===== src/rtl/timer_pkg.sv =====
// Shared definitions for the timer / trigger slice: trigger FSM states and
// the counter width used by pulse_timer.
package timer_pkg;

    // Counter width of the upstream pulse_timer, kept here so both blocks agree.
    localparam int TIMER_CNT_WIDTH = 16;

    // Trigger FSM states.
    typedef enum logic [1:0] {
        IDLE    = 2'd0,
        ARMED   = 2'd1,
        PENDING = 2'd2
    } trig_state_t;

endpackage


===== src/rtl/sat_counter.sv =====
// Saturating up-counter with synchronous clear; holds at all-ones.
module sat_counter #(
    parameter int WIDTH = 8
) (
    input  logic             clk,
    input  logic             clear,
    input  logic             inc,
    output logic [WIDTH-1:0] count
);

    // Increment on request until the all-ones ceiling; clear has priority.
    always_ff @(posedge clk) begin
        if (clear) begin
            count <= '0;
        end else if (inc && (count != {WIDTH{1'b1}})) begin
            count <= count + WIDTH'(1);
        end
    end

endmodule


===== src/rtl/tick_trigger.sv =====
// Divides the pulse_timer tick by a live ratio and presents each resulting
// trigger over valid/ready. Triggers arriving while one is still pending are
// coalesced and counted as overruns.
module tick_trigger
    import timer_pkg::*;
#(
    parameter int DIV_WIDTH = 8,
    parameter int SEQ_WIDTH = 16,
    parameter int OVR_WIDTH = 8
) (
    input  logic                 clk,
    input  logic                 reset,
    input  logic                 tick_in,
    input  logic                 enable,
    input  logic [DIV_WIDTH-1:0] div,
    output logic                 trig_valid,
    input  logic                 trig_ready,
    output logic [SEQ_WIDTH-1:0] trig_seq,
    output logic [OVR_WIDTH-1:0] overrun_count,
    output logic                 busy
);

    logic [DIV_WIDTH-1:0] tick_cnt;
    logic [DIV_WIDTH-1:0] div_eff;
    logic                 fire;
    logic                 transfer;
    logic                 ovr_inc;

    trig_state_t          state;
    trig_state_t          state_next;
    logic                 valid_next;
    logic [SEQ_WIDTH-1:0] seq_next;

    // A divide ratio of zero behaves as one; div is compared live on every tick.
    assign div_eff  = (div == '0) ? DIV_WIDTH'(1) : div;
    // Using >= means lowering div below the current count fires on the next tick.
    assign fire     = tick_in && enable && (tick_cnt >= (div_eff - DIV_WIDTH'(1)));
    assign transfer = trig_valid && trig_ready;
    assign busy     = enable || trig_valid;

    // Tick counter: restarts on every fire and is held at zero while disabled.
    always_ff @(posedge clk) begin
        if (reset || !enable) begin
            tick_cnt <= '0;
        end else if (tick_in) begin
            tick_cnt <= fire ? '0 : tick_cnt + DIV_WIDTH'(1);
        end
    end

    // State, valid and sequence registers.
    always_ff @(posedge clk) begin
        if (reset) begin
            state      <= IDLE;
            trig_valid <= 1'b0;
            trig_seq   <= '0;
        end else begin
            state      <= state_next;
            trig_valid <= valid_next;
            trig_seq   <= seq_next;
        end
    end

    // Next-state logic: raise triggers, retire them on transfer, flag overruns.
    always_comb begin
        state_next = state;
        valid_next = trig_valid;
        seq_next   = trig_seq;
        ovr_inc    = 1'b0;
        case (state)
            IDLE: begin
                // A fire on the very cycle enable rises is not dropped.
                if (fire) begin
                    state_next = PENDING;
                    valid_next = 1'b1;
                end else if (enable) begin
                    state_next = ARMED;
                end
            end
            ARMED: begin
                if (fire) begin
                    state_next = PENDING;
                    valid_next = 1'b1;
                end else if (!enable) begin
                    state_next = IDLE;
                end
            end
            PENDING: begin
                if (transfer) begin
                    seq_next = trig_seq + SEQ_WIDTH'(1);
                    if (!fire) begin
                        valid_next = 1'b0;
                        state_next = enable ? ARMED : IDLE;
                    end
                end else if (fire) begin
                    ovr_inc = 1'b1;
                end
            end
            default: begin
                state_next = IDLE;
                valid_next = 1'b0;
            end
        endcase
    end

    sat_counter #(
        .WIDTH (OVR_WIDTH)
    ) u_overrun (
        .clk   (clk),
        .clear (reset),
        .inc   (ovr_inc),
        .count (overrun_count)
    );

endmodule


===== config.mk =====
export PLATFORM = sky130hd
export DESIGN_NAME = tick_trigger
export DESIGN_NICKNAME = d
export VERILOG_FILES = /design/src/rtl/timer_pkg.sv /design/src/rtl/sat_counter.sv /design/src/rtl/tick_trigger.sv
export SDC_FILE = /design/constraint.sdc
export NUM_CORES = 1
export LEC_CHECK = 0
export ABC_CLOCK_PERIOD_IN_PS = 5000
export CAP_MARGIN = 30
export CORE_MARGIN = 2
export CORE_UTILIZATION = 30
export DETAILED_ROUTE_END_ITERATION = 10
export PLACE_DENSITY = 0.51
export SLEW_MARGIN = 20
export SYNTH_ARGS = -nofsm -noshare
export SYNTH_HDL_FRONTEND = slang
export SYNTH_SLANG_ARGS = --single-unit

===== constraint.sdc =====
create_clock -name clk -period 5 [get_ports clk]
set_clock_uncertainty 0.2 [all_clocks]
set_input_delay 1 -clock clk [delete_from_list [all_inputs] [get_ports clk]]
set_output_delay 1 -clock clk [all_outputs]
set_load 0.02 [all_outputs]

# ---- Word level (Yosys, flattened, before mapping)
# Cells that the tools add are included.
dict set report totals {
  output_inout_bits 26
  elab_cells 48
  register_bits 35
  inputBits 13
}
dict set report classes {
  n_addsub 4
  mux 17
  reduce_logical 13
  n_eq_ne 8
  n_lt_le_gt_ge 1
}
# cell n
set op_table {}
lappend op_table {{adder 16 x 1 -> 16 bit, second input constant} 1}
lappend op_table {{adder 8 x 1 -> 8 bit, second input constant} 2}
lappend op_table {{2-to-1 mux 8 bit} 2}
lappend op_table {{2-to-1 mux 2 bit} 6}
lappend op_table {{>= comparator 8 bit} 1}
lappend op_table {{logical NOT 8 bit} 1}
lappend op_table {{inequality test 8 bit, second input constant} 1}
lappend op_table {{subtractor 8 x 1 -> 8 bit, second input constant} 1}
lappend op_table {{2-to-1 mux 1 bit} 7}
lappend op_table {{inequality test 3 bit, second input constant} 2}
lappend op_table {{case mux 2 bit (3 select lines)} 1}
lappend op_table {{logical AND 1 bit} 4}
lappend op_table {{inequality test 2 bit, second input constant} 2}
lappend op_table {{AND reduction 4 bit} 1}
lappend op_table {{AND reduction 3 bit} 1}
lappend op_table {{equality test 2 x 1 -> 1 bit, second input constant} 1}
lappend op_table {{equality test 2 bit, second input constant} 1}
lappend op_table {{logical NOT 2 bit} 1}
lappend op_table {{logical OR 1 bit} 2}
lappend op_table {{inequality test 2 x 1 -> 1 bit, second input constant} 1}
lappend op_table {{case mux 1 bit (2 select lines)} 1}
lappend op_table {{AND reduction 2 bit} 1}
lappend op_table {{OR reduction 2 bit} 1}
lappend op_table {{logical NOT 1 bit} 1}

# ---- Logic depth before layout (Yosys ltp)
# Gate-level depths: netlist of the first run.
dict set report depth {
  word_depth 9
  depth_mapped 12
  mapped_depth_nobuf 11
}

# ---- Cells and area by module
# A second synthesis of the first run with hierarchy kept.
dict set report hier_totals {
  hier_cells 222
  area_unflattened_um2 1986.9
}
# module seq_area_each_um2 cells_per_inst instances area_per_inst_um2
set modules_own_cells {}
lappend modules_own_cells {tick_trigger 540.5 176 1 1556.5}
lappend modules_own_cells {sat_counter 160.2 46 1 430.4}

# ---- Worst setup path before layout of the first run
# No wires, ideal clock.
dict set report synth_path {
  kind {input to register}
  from {input port div[2]}
  to {register u_overrun.count[5]}
  n_path_buf 1
  cell_stages 12
  slack_ns 1.104
  required_ns 4.679
  setup_time_ns 0.121
  t_arrival_ns 3.575
  path_cell_list {nor4_1 -> a31oi_1 -> ha_1 -> xnor2_1 -> ha_1 -> o21a_1 -> o211ai_1 -> o221a_2 -> or2_1 -> buf_6 -> nor4_1 -> mux2_2}
}
dict set report synth_via {
  elab_chain_len 9
}
# item line
set synth_lines {}
lappend synth_lines {{from (decl)} tick_trigger.sv:15} ;# input logic [DIV_WIDTH-1:0] div,
lappend synth_lines {{logical NOT 8 bit} tick_trigger.sv:35} ;# assign div_eff = (div == '0) ? DIV_WIDTH'(1) : div;
lappend synth_lines {{2-to-1 mux 8 bit *} tick_trigger.sv:35}
lappend synth_lines {{subtractor 8 x 1 -> 8 bit *} tick_trigger.sv:37} ;# assign fire = tick_in && enable && (tick_cnt >= (div_eff - DIV_WIDTH'(1)));
lappend synth_lines {{>= comparator 8 bit *} tick_trigger.sv:37}
lappend synth_lines {{logical AND 1 bit *} tick_trigger.sv:37}
lappend synth_lines {{2-to-1 mux 1 bit *} tick_trigger.sv:94} ;# end else if (fire) begin
lappend synth_lines {{2-to-1 mux 1 bit *} tick_trigger.sv:88} ;# if (transfer) begin
lappend synth_lines {{2-to-1 mux 1 bit *} tick_trigger.sv:69} ;# case (state)
lappend synth_lines {{logical AND 1 bit *} sat_counter.sv:15} ;# end else if (inc && (count != {WIDTH{1'b1}})) begin
lappend synth_lines {{to (signal assigned)} sat_counter.sv:16} ;# count <= count + WIDTH'(1);
lappend synth_lines {{to (decl)} sat_counter.sv:8} ;# output logic [WIDTH-1:0] count
# Every way passes the cells marked *; elsewhere a longest branch is shown, timed or not.
# A chain may end at the register's enable or synchronous reset.

# ---- Worst setup path after layout of the first run
# Ends and elaborated chain as after synthesis.

==> flow_summary_export.csv, run 1 <==
group,metric,value,unit
status,outcome,"completed",
worst_setup_path,critPathTopFamily,"simple AND/OR/NAND/NOR gates",
sta,finalSetupViolations,0,
floorplanning,core_area,5960,um^2
clocking,cts.sinks,35,
logic_synthesis,synth_cell_types,38,
sta,drv_slew,0,
clocking,cts_made_buffers,5,
floorplanning,io_pins,39,
sta,finalHoldViolCount,0,
worst_setup_path,cp_data_arrival_time,4300,ps
worst_hold_path,holdCritPathClass,"reg -> reg",
route,finalWirelength,4.04,mm
placed_design,place_congestion,0.723,
clocking,postCtsResizedCells,0,
clocking,cts.path.max_buffers,2,
floorplanning,chipWidth,82.5,um
worst_hold_path,hold_start,"trig_seq[15]",
worst_setup_path,timing.rr.start,"tick_cnt[0]",
clocking,ctsHoldBuffers,0,
route,first_pass_iters,4,
sta,fin_setup_tns,0,ps
sta,fin_crit_sh,0.865,
sta,worst_slew_pin_slew,594,ps
route,ant_nets,0,
logic_synthesis,synth_cells,218,
worst_setup_path,critical_path_cell_count,12,
worst_setup_path,cpPeakStageDelay,470,ps
logic_synthesis,ys_seq_area_frac,0.379,
sta,slew_headroom,0.600,
pwr,p_leak,0.862,nW
worst_setup_path,crit_path_end_kind,"register",
run,max_cap_viol_count,0,
grt,grt_max_degree,20,
worst_hold_path,hold_path_end,"trig_seq[15]",
logic_synthesis,synth_area_leaders,"dfxtp_1 (38%), xor2_1 (8.5%), ha_1 (8.1%), nor2_1 (6.9%), a21oi_1 (3.5%)",
worst_setup_path,ff2ff_path_depth,8,
sta,fmax,231,MHz
clocking,post_cts_buffers,0,
finish,antenna_cells,0,
worst_setup_path,crit_chain,"clkdlybuf4s50_1, nor4_1, a31oi_1, ha_1, xnor2_1, ha_1, o21a_1, o211ai_1, o221a_2, or2_1, nor4_1, mux2_2",
pwr,p_total,0.624,mW
grt,grtUsageTotal,0.130,
logic_synthesis,synth-main-ff-cell,"dfxtp_1",
logic_synthesis,syn_area,1850,um^2
worst_setup_path,path_buf_inv,1,
grt,grt.overflow.total,0,
pwr,power_density,255,nW/um^2
logic_synthesis,ys_ff_latch,35,
clocking,insertion_delay,280,ps
grt,antenna_found_initial,0,
worst_setup_path,critical_path_class,"in -> reg",
route,drc_errors,0,
floorplanning,die_y,82.5,um
worst_setup_path,r2r_slack,2250,ps
logic_synthesis,async_flop_share,0,
clocking,clk_pin_slew,80,ps
clocking,cts.htree.levels,2,
worst_setup_path,worstPathRequired,4980,ps
finish,syn2layout_area_growth,32.4,%
floorplanning,rows,28,
logic_synthesis,synth.most_common_cell,"dfxtp_1",
logic_synthesis,syn_avg_cell_area,8.49,um^2
finish,drive_gt1_frac,0.0538,
worst_hold_path,holdPathStages,2,
clocking,root_buffer,"clkbuf_8",
route,initialDrtViolationCount,39,
worst_setup_path,r2r-end,"u_overrun.count[5]",
logic_synthesis,synth-edff-count,0,
logic_synthesis,yosysWarnings,0,
logic_synthesis,yosys-top-cells-count,"dfxtp_1 (35), nor2_1 (34), xor2_1 (18), nand2_1 (17), a21oi_1 (13)",
clocking,cts_tree,"done",
sta,rsz0062_at_grt,"false",
logic_synthesis,netlist.area_leader.share,0.379,
floorplanning,die_area,6810,um^2
sta,fin_crit,4320,ps
pwr,ir_drop,129,uV
grt,grt_pass1_vias,1512,
logic_synthesis,synth_fp_nets,243,
route,viasPerCell,4.74,
route,dr_total_vias,1588,
logic_synthesis,yosys.area.top_type,"dfxtp_1",
placed_design,portBuffers,38,
finish,fin_nets,284,
route,wire_per_inst,12.1,um
placed_design,hpwl,3.01,mm
worst_setup_path,cp_max_fo,10,
grt,grt_first_pass_wirelength,6.90,mm
worst_setup_path,cp_slowest_cell,"clkdlybuf4s50_1",
floorplanning,start_util,0.311,
worst_setup_path,critPathLaunchType,"primary input",
[per-stage QoR]
stage | instance area [um^2] | instances | setup WS, ps | hold slack, ps | util
3_5_place_dp | 2310 | 327 | 385 | 288 | 0.388
5_1_grt | 2450 | 335 | 382 | 339 | 0.411
3_3_place_gp | 2300 | 326 | 435 | 271 | 0.386
6_report | 2450 | 335 | 677 | 294 | 0.411
2_1_floorplan | 1850 | 218 | 1100 | 275 | -
4_1_cts | 2450 | 335 | 686 | 300 | 0.411
[layer usage]
layer,vias to the layer above,share of wire,GRT usage
li1,854,-,-
met3,2,0.039,0.0304
met1,703,0.53,0.178
met5,-,0,0
met2,29,0.43,0.199
met4,0,0.0084,0.0443
[registers in the layout, summed over array words and instances (netlist names)]
| name | flops |
|---|---|
| u_overrun.count | 8 |
| tick_cnt | 8 |
| trig_seq | 16 |
| state | 2 |
| trig_valid | 1 |
[worst max-delay path by stage]
| stage | startpoint | to | slack [ps] |
|---|---|---|---|
| 2_1_floorplan | div[2] | u_overrun.count[5] | 1100 |
| 3_3_place_gp | div[2] | u_overrun.count[5] | 430 |
| 3_5_place_dp | div[2] | u_overrun.count[5] | 380 |
| 4_1_cts | div[2] | u_overrun.count[5] | 690 |
| 5_1_grt | div[2] | u_overrun.count[5] | 380 |
| 6_report | div[2] | u_overrun.count[5] | 680 |
[power by group]
group          switching [mW]  total, mW  internal, mW
clock                   0.105      0.304         0.199
sequential            0.00140      0.281         0.279
combinational          0.0193     0.0384        0.0191
total                   0.126      0.624         0.497
[logic make-up after synthesis]
family,share of synthesized area
AOI/OAI and AO/OA,0.0920
xor gates and xnor gates,0.114
adders and majority gates,0.0811
buffers and inverters,0.0223
DFF,0.379
muxes,0.0284
and+or+nand+nor,0.284
[layout make-up]
cell class / count / area (um^2)
tap: 75 / 93.8
clock inverter: 3 / 67.6
timing repair buffer: 39 / 395
multi-input combinational: 174 / 1110
clock buffer: 5 / 68.8
fill: 625 / 3510
sequential: 35 / 701
inverter: 4 / 15.0
[cells in the final DEF (no fill, tap or decap), types with 7 or more instances in the layout]
master / instances
nand2_1: 17
xor2_1: 18
nand3_1: 10
ha_1: 12
clkdlybuf4s50_1: 38
nor2_1: 34
dfxtp_1: 35
a21oi_1: 13
nand4_1: 9
nor4_1: 7
[tightest hold or removal path, cell delays in order, from the launching register on]
cell and delay (ps):
dfxtp_1 320, o21ai_0 70, a21oi_1 60
No activity file was read; power rests on OpenSTA's default activity.
==> inputs of run 2 (changes only) <==
--- a/config.mk
+++ b/config.mk
@@ -10,7 +10,10 @@
 export CORE_MARGIN = 2
 export CORE_UTILIZATION = 30
 export DETAILED_ROUTE_END_ITERATION = 10
+export HOLD_SLACK_MARGIN = 0.03
 export PLACE_DENSITY = 0.51
+export RECOVER_POWER = 25
+export SKIP_LAST_GASP = 1
 export SLEW_MARGIN = 20
 export SYNTH_ARGS = -nofsm -noshare
 export SYNTH_HDL_FRONTEND = slang
==> flow_summary_export.csv, run 2 (synthesized netlist as in run 1, its figures left out) <==
group,metric,value,unit
grt,antenna_found_initial,0,
finish,seq_area,701,um^2
sta,fin_setup_tns,0,ps
worst_setup_path,r2r-end,"u_overrun.count[5]",
worst_setup_path,worstPathRequired,4980,ps
pwr,p_sw,0.127,mW
worst_setup_path,critPathTopFamily,"simple AND/OR/NAND/NOR gates",
pwr,power_density,255,nW/um^2
pwr,p_total,0.624,mW
finish,final_cell_mix,"dfxtp_1 (35), nor2_1 (34), clkdlybuf4s50_1 (28)",
pwr,intPower,0.497,mW
pwr,clock_power_share,0.489,
clocking,clk_pin_slew,80,ps
route,viasPerCell,4.79,
finish,regMostFlops,"trig_seq",
worst_setup_path,cp_max_fo,10,
finish,antenna_cells,0,
worst_hold_path,hold_start,"trig_seq[15]",
worst_hold_path,holdPathStages,2,
route,ant_nets,0,
sta,worst_slew_pin_slew,588,ps
placed_design,place_congestion,0.723,
clocking,insertion_delay,290,ps
worst_hold_path,holdCritPathClass,"reg -> reg",
clocking,cts_made_buffers,5,
finish,final_cell_area,2450,um^2
status,outcome,"completed",
finish,fin_nets,284,
grt,grt_pass1_vias,1512,
worst_setup_path,critical_path_class,"in -> reg",
worst_setup_path,cp_slowest_cell,"clkdlybuf4s50_1",
floorplanning,start_util,0.311,
sta,rsz0062_at_grt,"false",
pwr,p_comb_frac,0.061,
grt,grtUsageTotal,0.130,
clocking,postCtsResizedCells,0,
floorplanning,die_y,82.5,um
sta,finalHoldViolCount,0,
sta,finalSetupViolations,0,
clocking,ctsHoldBuffers,0,
pwr,switching_share,0.203,
pwr,p_leak,0.895,nW
clocking,cts.htree.levels,2,
worst_setup_path,ff2ff_path_depth,8,
worst_setup_path,path_buf_inv,1,
placed_design,place_ws,385,ps
route,initialDrtViolationCount,37,
floorplanning,io_pins,39,
finish,top_regs,"trig_seq: 16 flops, tick_cnt: 8 flops, u_overrun.count: 8 flops",
placed_design,hpwl,3.01,mm
sta,worst_slack,678,ps
worst_setup_path,timing.rr.start,"tick_cnt[0]",
sta,fin_crit_sh,0.864,
grt,grt_first_pass_wirelength,6.90,mm
finish,layout_commonest_cell,"dfxtp_1",
clocking,post_cts_buffers,0,
floorplanning,chipWidth,82.5,um
route,first_pass_iters,4,
worst_setup_path,critPathLaunchType,"primary input",
finish,nFillCells,625,
worst_hold_path,hold_path_end,"trig_seq[15]",
worst_setup_path,crit_path_end_kind,"register",
sta,fin_crit,4320,ps
worst_setup_path,r2r_slack,2250,ps
floorplanning,core_area,5960,um^2
pwr,seq_power_share,0.450,
sta,slew_headroom,0.604,
worst_setup_path,cp_data_arrival_time,4300,ps
finish,multi_input_area,1110,um^2
route,dr_total_vias,1604,
finish,drive_gt1_frac,0.0538,
worst_setup_path,crit_chain,"clkdlybuf4s50_1, nor4_1, a31oi_1, ha_1, xnor2_1, ha_1, o21a_1, o211ai_1, o221a_2, or2_1, nor4_1, mux2_2",
pwr,ir_drop,129,uV
sta,drv_slew,0,
worst_setup_path,cpPeakStageDelay,470,ps
grt,grt_max_degree,20,
clocking,cts.path.max_buffers,2,
floorplanning,rows,28,
route,finalWirelength,4.04,mm
finish,syn2layout_area_growth,32.4,%
sta,fmax,231,MHz
clocking,cts_tree,"done",
placed_design,portBuffers,38,
clocking,cts.sinks,35,
grt,grt.overflow.total,0,
placed_design,place_area,2310,um^2
run,max_cap_viol_count,0,
clocking,root_buffer,"clkbuf_8",
route,wire_per_inst,12.1,um
route,drc_errors,0,
floorplanning,die_area,6810,um^2
finish,largest_reg_flops,16,
[run 2: worst reg2reg max path, delay by kind of cell, from the launching register on]
family	cells	cell delay (ps)
and+or+nand+nor	3	560
DFF	1	390
adders and majority gates	1	290
AOI/OAI and AO/OA	2	840
buffers and inverters	1	100
muxes	1	280
[run 2: area by class of cell]
cell class | instances | area share
clock buffers | 5 | 0.0281
clock inverters | 3 | 0.0276
inverters | 4 | 0.00613
multi-input cells | 174 | 0.453
flip-flops and latches | 35 | 0.286
well taps | 75 | 0.0383
repair buffers | 39 | 0.161
[run 2: worst max path at each step]
stage	cells after the start	endpoint	slack, ps	start
CTS	12	u_overrun.count[5]	690	div[2]
global route	12	u_overrun.count[5]	380	div[2]
detailed placement	12	u_overrun.count[5]	380	div[2]
floorplan	12	u_overrun.count[5]	1100	div[2]
global placement	12	u_overrun.count[5]	430	div[2]
finish	12	u_overrun.count[5]	680	div[2]
[run 2: power by group through the flow]
| stage | Clock, mW | Combinational [mW] | Sequential [mW] |
|---|---|---|---|
| 6_report | 0.305 | 0.0382 | 0.281 |
| 2_1_floorplan | 0 | 0.0193 | 0.287 |
| 3_3_place_gp | 0 | 0.0379 | 0.287 |
| 5_1_grt | 0.323 | 0.0432 | 0.281 |
| 3_5_place_dp | 0 | 0.0387 | 0.287 |
| 4_1_cts | 0.314 | 0.0390 | 0.281 |
[run 2: metrics by stage]
stage          hold WS (ps)   util  cells
2_1_floorplan           275      -    218
3_3_place_gp            271  0.386    326
3_5_place_dp            288  0.388    327
4_1_cts                 300  0.411    335
5_1_grt                 336  0.411    335
6_report                291  0.411    335
[run 2: routing by layer]
layer  up-vias  share of wire  track usage
li1        854              -            -
met1       718           0.52        0.178
met2        28           0.43        0.199
met3         4          0.038       0.0304
met4         0          0.012       0.0443
met5         -              0            0
==> variant (flow settings as in run 1) <==
Reset style: asynchronous (`reset`), changed in one clocked block.
--- a/src/rtl/tick_trigger.sv
+++ b/src/rtl/tick_trigger.sv
@@ -48,7 +48,7 @@
     end
 
     // State, valid and sequence registers.
-    always_ff @(posedge clk) begin
+    always_ff @(posedge clk or posedge reset) begin
         if (reset) begin
             state      <= IDLE;
             trig_valid <= 1'b0;
Check against the original RTL: differs if reset is asserted again (counterexample within 4 cycles, from zero or initial values and one cycle with reset high); with reset held inactive, the same outputs for 10 cycles.
==> variant against run 1 <==
Power down 13%. Design area is 2.1% higher. Wire length grew 2.1%. Core utilization down 1.3 points. Setup slack improved by 0.28 ns. Sequential cell count did not move. Combinational power increased by 40%. Synthesized area up 4.5%. Critical endpoint is now u_overrun.count[4].
==> variant: results (changes against run 1) <==
metric,value,unit,change
status,finished clean,,unchanged
final WL,4.123,mm,was 4.040 mm
Critical Path Fanout Max,8,,was 10
fraction of registers with async set/reset,54.29,%,was 0%
met2 GRT Util,17.60,%,was 19.92%
Max-slew headroom,68.57,%,was 60.04%
Final GP Congestion,0.8536,,was 0.7232
worst path arrival time,4.05,ns,was 4.30 ns
Leak,1.030,nW,was 0.8623 nW
compound-cell area share of the yosys netlist,10.49,%,was 9.195%
unique cell type count in the Yosys netlist,41,,was 38
mux share of post-synthesis cell area,2.783,%,was 2.840%
first-pass GRT wire length,7.134,mm,was 6.900 mm
layout cells sized above 1,7.143,%,was 5.385%
Total GRT Usage,12.23,%,was 12.98%
GR Layer Usage met3,4.130,%,was 3.043%
adder-cell share of the synthesized area,7.767,%,was 8.114%
Nets,276,,was 284
worst hold start,trig_seq[15],,unchanged
Worst path slowest cell,or4_1,,was clkdlybuf4s50_1
"Seq/Total Area, Yosys",41.17,%,was 37.86%
DRT iter0 DRCs,60,,was 39
Commonest cells post-synth,"nand2_1 (21), nor2_1 (20), dfrtp_1 (19), dfxtp_1 (16), xnor2_1 (13)",,"was dfxtp_1 (35), nor2_1 (34), xor2_1 (18), nand2_1 (17), a21oi_1 (13)"
HPWL Detailed,3.024,mm,was 3.007 mm
drt via density,4.845,,was 4.740
variant: changes by cell type in the layout (fill, tap and decap cells not counted), moves of 4 or more:
cell / delta
and3_1: +4
dfrtp_1: +19
dfxtp_1: -19
inv_1: +5
nand2_1: +4
nor2_1: -14
nor4_1: -5
xnor2_1: +7
xor2_1: -7
variant: path summary, 6_finish.rpt:
path	to	slack [ns]	depth (start not counted)
max in group asynchronous	trig_seq[4]	3.10	3
setup / recovery	u_overrun.count[4]	0.96	12
setup reg to reg	trig_valid	2.61	7
hold reg to reg	trig_seq[15]	0.27	1
min in group asynchronous	trig_seq[12]	1.08	2
hold / removal	trig_seq[15]	0.27	1
variant: final cells by class:
| cell class | instances | area, um^2 | area share [%] |
|---|---|---|---|
| timing repair buffer | 39 | 395.4 | 15.81 |
| sequential | 35 | 795.8 | 31.82 |
| tap | 77 | 96.34 | 3.852 |
| multi-input combinational | 161 | 1095 | 43.77 |
| clock buffer | 6 | 72.57 | 2.901 |
| clock inverter | 2 | 12.51 | 0.5002 |
| inverter | 9 | 33.78 | 1.351 |
variant: cell families after synthesis:
| family | count (synthesis) |
|---|---|
| compound gates | 29 |
| flops | 35 |
| buf+inv | 11 |
| fa+ha+maj | 12 |
| simple gates | 91 |
| mux | 5 |
| xor+xnor | 24 |
variant: through the flow:
step	cell area (um^2)	worst slack, ns	instances	total power (W)	hold WS [ns]
after CTS	2486	0.9824	328	0.0005523	0.2788
final	2501	0.9564	329	0.0005417	0.2669
after global placement	2401	0.7646	320	0.0003492	0.2640
after detailed placement	2401	0.6991	320	0.0003485	0.2622
after floorplan	1933	1.424	207	0.0003241	0.2767
after global routing	2501	0.7440	329	0.0005720	0.3164
variant: metal layers:
layer	routed length (um)	share of wire, %
met4	36	0.87
met3	254	6.2
met1	2100	51
met5	0	0
met2	1732	42
variant: power by group:
part	total (W)	switching (W)	internal, W
sequential	0.000290	0.00000524	0.000285
combinational	0.0000539	0.0000282	0.0000257
clock	0.000198	0.000101	0.0000973
